==> config.mk <==
export PLATFORM = sky130hd
export DESIGN_NAME = lbl_scrub_fifo
export DESIGN_NICKNAME = d
export VERILOG_FILES = /design/src/rtl/lbl_scrub_fifo_pkg.sv /design/src/rtl/lbl_scrub_fifo_slot_array.sv /design/src/rtl/lbl_scrub_fifo.sv
export SDC_FILE = /design/constraint.sdc
export NUM_CORES = 1
export LEC_CHECK = 0
export CAP_MARGIN = 20
export CORE_MARGIN = 4
export CORE_UTILIZATION = 39
export CTS_BUF_LIST = sky130_fd_sc_hd__clkbuf_8
export CTS_CLUSTER_SIZE = 28
export DETAILED_ROUTE_END_ITERATION = 8
export GPL_TIMING_DRIVEN = 0
export SLEW_MARGIN = 20
export SYNTH_ARGS = -nofsm -noshare
export SYNTH_HDL_FRONTEND = slang
export SYNTH_SLANG_ARGS = --single-unit
export TNS_END_PERCENT = 50
==> constraint.sdc <==
create_clock -name clk -period 6.6 [get_ports clk]
set_clock_uncertainty 0.05 [all_clocks]
set_input_delay 0.99 -clock clk [delete_from_list [all_inputs] [get_ports clk]]
set_output_delay 0.99 -clock clk [all_outputs]
set_load 0.01 [all_outputs]
==> src/rtl/lbl_scrub_fifo_pkg.sv <==
// Shared security-label types and helpers for the labelled scrub FIFO.
// Used by lbl_scrub_fifo and lbl_slot_array; LBL_SCRUB_CNT_EN is handled in those files.
package lbl_pkg;

    typedef enum logic {
        LVL_L = 1'b0,
        LVL_H = 1'b1
    } lvl_t;

    typedef enum logic {
        ST_RUN,
        ST_SCRUB
    } state_t;

    // True when a value labelled a may flow to a consumer cleared at b.
    function automatic logic lvl_leq(input lvl_t a, input lvl_t b);
        return (a == LVL_L) || (b == LVL_H);
    endfunction

endpackage

==> src/rtl/lbl_scrub_fifo_slot_array.sv <==
// DEPTH x (W data + 1-bit tag) storage with write, scrub-clear and level-gated read.
// With LBL_SCRUB_CNT_EN defined, also keeps the saturating count of cleared slots.
module lbl_slot_array
    import lbl_pkg::*;
#(
    parameter int W     = 4,
    parameter int DEPTH = 4,
    parameter int AW    = $clog2(DEPTH)
) (
    input  logic          clk,
    input  logic          reset,
    input  logic          wr_en,
    input  logic [AW-1:0] wr_idx,
    input  logic [W-1:0]  wr_data,
    input  logic          wr_lvl,
    input  logic          clr_en,
    input  logic [AW-1:0] clr_idx,
    input  logic [AW-1:0] rd_idx,
    input  logic          cur_lvl,
    output logic [W-1:0]  rd_data,
    output logic          rd_lvl
`ifdef LBL_SCRUB_CNT_EN
    ,
    output logic [7:0]    scrub_cnt
`endif
);

    logic [W-1:0]     data [DEPTH];
    logic [DEPTH-1:0] tag;
    logic             clr_hit;

    assign clr_hit = clr_en && tag[clr_idx];

    always_ff @(posedge clk) begin
        if (!reset) begin
            for (int unsigned i = 0; i < DEPTH; i++) begin
                data[i] <= '0;
            end
            tag <= '0;
        end else begin
            if (clr_hit) begin
                data[clr_idx] <= '0;
                tag[clr_idx]  <= 1'b0;
            end
            if (wr_en) begin
                data[wr_idx] <= wr_data;
                tag[wr_idx]  <= wr_lvl;
            end
        end
    end

    always_comb begin
        rd_lvl  = tag[rd_idx];
        rd_data = lvl_leq(lvl_t'(tag[rd_idx]), lvl_t'(cur_lvl)) ? data[rd_idx] : '0;
    end

`ifdef LBL_SCRUB_CNT_EN
    always_ff @(posedge clk) begin
        if (!reset) begin
            scrub_cnt <= '0;
        end else if (clr_hit && (scrub_cnt != 8'hFF)) begin
            scrub_cnt <= scrub_cnt + 8'd1;
        end
    end
`endif

endmodule

==> src/rtl/lbl_scrub_fifo.sv <==
// Security-tagged output FIFO that scrubs H-tagged slots on every clearance drop.
// Optional macro LBL_SCRUB_CNT_EN adds the scrub_cnt output (count of cleared slots).
module lbl_scrub_fifo
    import lbl_pkg::*;
#(
    parameter int W     = 4,
    parameter int DEPTH = 4,
    parameter int AW    = $clog2(DEPTH)
) (
    input  logic         clk,
    input  logic         reset,
    input  logic         in_valid,
    output logic         in_ready,
    input  logic [W-1:0] in_data,
    input  logic         in_lvl,
    output logic         out_valid,
    input  logic         out_ready,
    output logic [W-1:0] out_data,
    output logic         out_lvl,
    input  logic         cur_lvl,
    output logic         scrub_busy
`ifdef LBL_SCRUB_CNT_EN
    ,
    output logic [7:0]   scrub_cnt
`endif
);

    localparam logic [AW:0]   FULL_CNT = (AW+1)'(DEPTH);
    localparam logic [AW-1:0] LAST_IDX = AW'(DEPTH - 1);

    state_t        state;
    logic [AW-1:0] wr_ptr;
    logic [AW-1:0] rd_ptr;
    logic [AW:0]   count;
    logic          cur_lvl_q;
    logic [AW-1:0] scrub_idx;

    logic          running, full, empty, push, pop, fall, downgrade;
    logic [AW-1:0] eff_idx;
    logic [W-1:0]  wr_data, rd_data;
    logic          wr_lvl, rd_lvl;

    always_comb begin
        running    = (state == ST_RUN);
        full       = (count == FULL_CNT);
        empty      = (count == '0);
        in_ready   = running && !full;
        out_valid  = running && !empty;
        scrub_busy = !running;
        push       = in_valid && in_ready;
        pop        = out_valid && out_ready;
        fall       = cur_lvl_q && !cur_lvl;
        downgrade  = !lvl_leq(lvl_t'(in_lvl), lvl_t'(cur_lvl));
        wr_data    = downgrade ? '0 : in_data;
        wr_lvl     = downgrade ? 1'b0 : in_lvl;
        // A fall inside a pass makes this cycle the first slot of a fresh pass.
        eff_idx    = fall ? '0 : scrub_idx;
        out_data   = empty ? '0 : rd_data;
        out_lvl    = empty ? 1'b0 : rd_lvl;
    end

    always_ff @(posedge clk) begin
        if (!reset) begin
            state     <= ST_RUN;
            wr_ptr    <= '0;
            rd_ptr    <= '0;
            count     <= '0;
            cur_lvl_q <= 1'b0;
            scrub_idx <= '0;
        end else begin
            cur_lvl_q <= cur_lvl;
            case (state)
                ST_RUN: begin
                    if (push) wr_ptr <= wr_ptr + 1'b1;
                    if (pop)  rd_ptr <= rd_ptr + 1'b1;
                    if (push && !pop)      count <= count + 1'b1;
                    else if (pop && !push) count <= count - 1'b1;
                    if (fall) begin
                        state     <= ST_SCRUB;
                        scrub_idx <= '0;
                    end
                end
                ST_SCRUB: begin
                    scrub_idx <= eff_idx + 1'b1;
                    if (eff_idx == LAST_IDX) state <= ST_RUN;
                end
                default: state <= ST_RUN;
            endcase
        end
    end

    lbl_slot_array #(
        .W     (W),
        .DEPTH (DEPTH),
        .AW    (AW)
    ) u_slots (
        .clk       (clk),
        .reset     (reset),
        .wr_en     (push),
        .wr_idx    (wr_ptr),
        .wr_data   (wr_data),
        .wr_lvl    (wr_lvl),
        .clr_en    (scrub_busy),
        .clr_idx   (eff_idx),
        .rd_idx    (rd_ptr),
        .cur_lvl   (cur_lvl),
        .rd_data   (rd_data),
        .rd_lvl    (rd_lvl)
`ifdef LBL_SCRUB_CNT_EN
        ,
        .scrub_cnt (scrub_cnt)
`endif
    );

endmodule

* Word-level counts from Yosys, hierarchy flattened *
Memories as Yosys holds them, arrays and structs flattened. A register that Yosys moved wholly into a read port is not among the register bits.
Cells that the tools add are included.

storage, ports and cells
  register bits = 15
  memory bits (writable) = 16
  input port bits = 10
  output and inout port bits = 8
  logic and storage cells = 88
  memories kept = 1

cells by class
  add/sub/neg operators = 5
  magnitude comparators = 5
  equal/unequal tests = 2
  mux-type cells = 39
  bitwise operators = 5
  reduce and logical (&&, ||, !) cells = 24

memories
  name          words  width  rd ports  clocked after memory_dff  write ports  line                             RTL
  u_slots.data  4      4      1         1                         4            lbl_scrub_fifo_slot_array.sv:28  logic [W-1:0] data [DEPTH];

operators by type and width
  cell                                                                                 count
  4-bit two-way mux                                                                    8
  1-bit two-way mux                                                                    17
  1-bit logical AND                                                                    10
  2-bit two-way mux                                                                    5
  2-bit by 3-bit less-than comparator with 1-bit output, second input constant         3
  4-bit OR reduction                                                                   2
  2-bit by 1-bit adder with 2-bit output, second input constant                        3
  3-bit two-way mux                                                                    2
  2-bit AND reduction                                                                  3
  1-bit logical NOT                                                                    5
  4-bit AND                                                                            1
  1-bit binary-select mux with 2-bit select                                            2
  4-bit bitwise mux                                                                    1
  1-bit demux with 2-bit select                                                        2
  2-bit by 1-bit greater-or-equal comparator with 1-bit output, second input constant  2
  4-bit NOT                                                                            1
  2-bit one-hot mux with 2 select lines                                                1
  3-bit by 1-bit adder with 3-bit output, second input constant                        1
  3-bit equality test, second input constant                                           1
  3-bit logical NOT                                                                    1
  1-bit NOT                                                                            3
  3-bit by 1-bit subtractor with 3-bit output, second input constant                   1
  2-bit equality test, second input constant                                           1
  1-bit logical OR                                                                     2
  2 further kinds                                                                      2

* Logic depth before layout (Yosys ltp) *
  depth in word-level cells = 13
  mapped depth = 10
  gate-level depth less buffers = 10

* Hierarchy *
Synthesis repeated with hierarchy kept, for this count alone.

unflattened totals
  cell total of the unflattened synthesis = 151
  area, all modules = 1660.3 sq um

modules (own cells, without submodules)
  module          instances  cells an instance  area an instance (sq um)  sequential area each (sq um)
  lbl_slot_array  1          78                 1009.7                    560.5
  lbl_scrub_fifo  1          73                 650.6                     220.2

* Worst setup path after synthesis *
Ideal clock, no wire load.

  path type = in2reg
  start = input port in_valid
  end = register count[2]
  library setup time = 0.115 ns
  arrival time = 2.431 ns
  data required time = 6.435 ns
  setup slack = 4.004 ns
  stages = 9
  buffers on the path = 1
  cells stage by stage = nor3b_1 > buf_4 > ha_1 > inv_1 > fa_1 > xnor2_1 > nand2_1 > xnor2_1 > and2_1

on the way
  longest elaborated chain between the ends = 5
  elaborated cells on any way between the ends = 7
  those cells by class = 1 x mux; 6 x reduce/logical

ends and longest elaborated chain
  item                           line                  RTL
  from (decl)                    lbl_scrub_fifo.sv:12  input logic in_valid,
  1-bit logical AND (*)          lbl_scrub_fifo.sv:50  push = in_valid && in_ready;
  1-bit logical NOT              lbl_scrub_fifo.sv:77  else if (pop && !push) count <= count - 1'b1;
  1-bit logical AND              lbl_scrub_fifo.sv:77
  2-bit nonzero test (no line)   n/a
  2-bit AND reduction (no line)  n/a
  to (signal assigned)           lbl_scrub_fifo.sv:76  if (push && !pop) count <= count + 1'b1;
  to (signal assigned)           lbl_scrub_fifo.sv:77
  to (decl)                      lbl_scrub_fifo.sv:34  logic [AW:0] count;

Mark *: on every way between the ends. The rest lies on a longest branch, timed or not.
A chain may end at the register's enable or synchronous reset.

* Final worst setup path *
  start = input port cur_lvl
  end = output port out_data[1]

on the way
  longest elaborated chain between the ends = 3

ends and longest elaborated chain
  item               line                             RTL
  from (decl)        lbl_scrub_fifo.sv:20             input logic cur_lvl,
  1-bit logical OR   lbl_scrub_fifo_pkg.sv:17         return (a == LVL_L) || (b == LVL_H);
  4-bit two-way mux  lbl_scrub_fifo_slot_array.sv:54  rd_data = lvl_leq(lvl_t'(tag[rd_idx]), lvl_t'(cur_lvl)) ? data[rd_idx] : '0;
  4-bit two-way mux  lbl_scrub_fifo.sv:58             out_data = empty ? '0 : rd_data;
  to (decl)          lbl_scrub_fifo.sv:18             output logic [W-1:0] out_data,

No other way between the ends.

==> reports/qor.yml <==
run_status:
  run_status: "finished clean"
cts:
  clockRootBuffer: "clkbuf_8"
  cts_resized: 0
  htreeDepth: 2
  clk_latency_ns: 0.28
  cts_sinks: 33
  hold_buffers: 0
  path_clk_slew_ns: 0.06
  clock_path_buffers: 2
  cts_tree: "built"
  post_cts_buffers: 0
  cts_buffers: 5
sta:
  tightest_slew_ns: 0.462
  slew_headroom: 0.692
  period_share: 0.531
  setup_viol: 0
  final-hold-violation-count: 0
  drv_slew: 0
  final.setup.tns_ns: 0
  finalCriticalPeriod_ns: 3.50
  max_freq_mhz: 286
  rsz0062_at_grt: "false"
cells_and_area:
  syn2layout_area_growth_pct: 18.7
  fillCellCount: 373
  final_nets: 204
  diodes: 0
  multiInputGateArea_um2: 846
  drive_gt1_frac: 0.0919
  ff_latch_area_um2: 821
  finalNonFillerCells: 235
routing:
  num_vias: 1217
  drc_errors: 0
  post_drt_wl_per_cell_um: 14.8
  postRouteWirelength_mm: 3.47
  via_per_inst: 5.18
  drt-pass1-iter-count: 4
  postRouteAntennaNets: 0
  initialDrtViolationCount: 61
setup_path:
  reg2regPathDepth: 10
  critPathCaptureType: "output port"
  start_kind: "primary input"
  cp.required_ns: 5.56
  path_max_fanout: 6
  critical_path_class: "primary input to output port"
  arrival_ns: 2.46
synthesis:
  synthFlopType: "dfxtp_1"
  synth_seq_area_share: 0.476
  syn_inst: 160
  synth_edf_count: 16
  syn_avg_cell_area_um2: 10.8
  yosys_warnings: 0
  synthArstFlopShare: 0
  synth_top_area_frac: 0.279
  synth.area.top_cells: "edfxtp_1 (28%), dfxtp_1 (20%), ha_1 (6.5%)"
  netlist_area_mm2: 0.00172
  synth_seq_cells: 33
  synth_fp_nets: 180
  synth_cell_types: 34
  yosysTopAreaCell: "edfxtp_1"
floorplanning:
  die_h_um: 74.5
  io-pin-count: 18
  start_util: 0.416
  die_area_mm2: 0.00555
  core_mm2: 0.00414
  die_w_um: 74.5
  rows: 23
global_routing:
  grt_pass1_wl_mm: 5.67
  grt_pass1_vias: 1179
  overflow: 0
  grt_use_total: 0.139
  grt_max_degree: 11
  antenna_found_initial: 0
power_and_ir_drop:
  peakVddDrop_mv: 0.129
  power.leakage_nw: 0.839
  powerDensity_mw_per_mm2: 313
min_path:
  hold_depth: 2
  hold_class: "register to register"
job:
  maxCapViolCount: 0
placed_design:
  dp.cells: 227
  hpwl_mm: 2.68
  gp_congestion: 0.835
  numPortBuffers: 17
## kinds of logic (layout without fill, tap and decap cells)
| kind of cell | count (synthesis) | in the layout | synth area share |
|---|---|---|---|
| multiplexers | 8 | 8 | 0.0828 |
| flip-flops | 33 | 33 | 0.476 |
| buffers and inverters | 14 | 39 | 0.0327 |
| AND/OR/NAND/NOR | 69 | 69 | 0.204 |
| AO/OA/AOI/OAI | 19 | 19 | 0.0915 |
| XOR/XNOR | 7 | 7 | 0.0356 |
| adder cells (fa/ha/maj) | 10 | 10 | 0.0770 |
## Yosys cell counts (2+ instances only)
library cell  instances
a21o_1                5
nand2_1              19
a221oi_1              4
nor3b_1               2
xnor2_1               5
edfxtp_1             16
ha_1                  9
and4_1                2
xor2_1                2
mux2i_1               3
dfxtp_1              17
and2_1               10
o21ai_0               2
nand3_1               5
clkbuf_1              3
inv_1                10
mux4_2                5
nor2_1               17
nor2b_1               7
o21bai_1              3
## path summary, 6_finish.rpt
path,start,to,slack [ns]
max,cur_lvl,out_data[1],3.10
min,count[1],count[1],0.51
max reg2reg,scrub_busy,count[2],4.21
min reg2reg,count[1],count[1],0.51
## where the power goes
| part | switching, mW | internal (mW) |
|---|---|---|
| Clock | 0.0691 | 0.0819 |
| Sequential | 0.0303 | 0.251 |
| Combinational | 0.0961 | 0.111 |
## stage by stage
step | setup slack, ns | hold WS, ns | total power, mW | util | area (um^2)
2_1_floorplan | 4.00 | 0.453 | 0.420 | - | 1720
3_3_place_gp | 3.09 | 0.478 | 0.488 | 0.472 | 1960
3_5_place_dp | 3.10 | 0.502 | 0.494 | 0.472 | 1960
4_1_cts | 3.09 | 0.517 | 0.649 | 0.494 | 2050
5_1_grt | 3.03 | 0.567 | 0.683 | 0.494 | 2050
6_report | 3.10 | 0.509 | 0.639 | 0.494 | 2050
## registers in the layout, indices dropped and copies added (netlist names), named ones only
signal        cells
rd_ptr            2
u_slots.data     16
count             3
u_slots.tag       4
cur_lvl_q         1
scrub_idx         2
wr_ptr            2
scrub_busy        1
## placed cells by master, fill, tap and decap left out, types with 6 or more instances in the layout
cell             netlist  routed
clkbuf_8               0       6
dfxtp_1               17      17
clkdlybuf4s50_1        0      17
edfxtp_1              16      16
and2_1                10      10
nor2_1                17      17
ha_1                   9       9
nand2_1               19      19
inv_1                 10      12
nor2b_1                7       7
## worst max-delay path: stages
cell             delay, ns
clkdlybuf4s50_1       0.59
o21bai_1              0.19
nor2b_1               0.14
clkdlybuf4s50_1       0.55
## per-layer routing
layer | global-route usage | up-vias | routed length (um)
met5 | 0 | - | 0
li1 | - | 604 | -
met4 | 0.0632 | 0 | 72
met2 | 0.202 | 30 | 1550
met1 | 0.190 | 575 | 1700
met3 | 0.0405 | 8 | 147
## cell type report
cell class	instances	share of cell area
multi-input cells	113	0.413
flip-flops and latches	33	0.401
repair buffers	17	0.0832
clock buffers	6	0.0404
well taps	50	0.0306
inverters	10	0.0183
plain buffers	4	0.00917
clock inverters	2	0.00367
No activity file was read; power rests on OpenSTA's default activity.
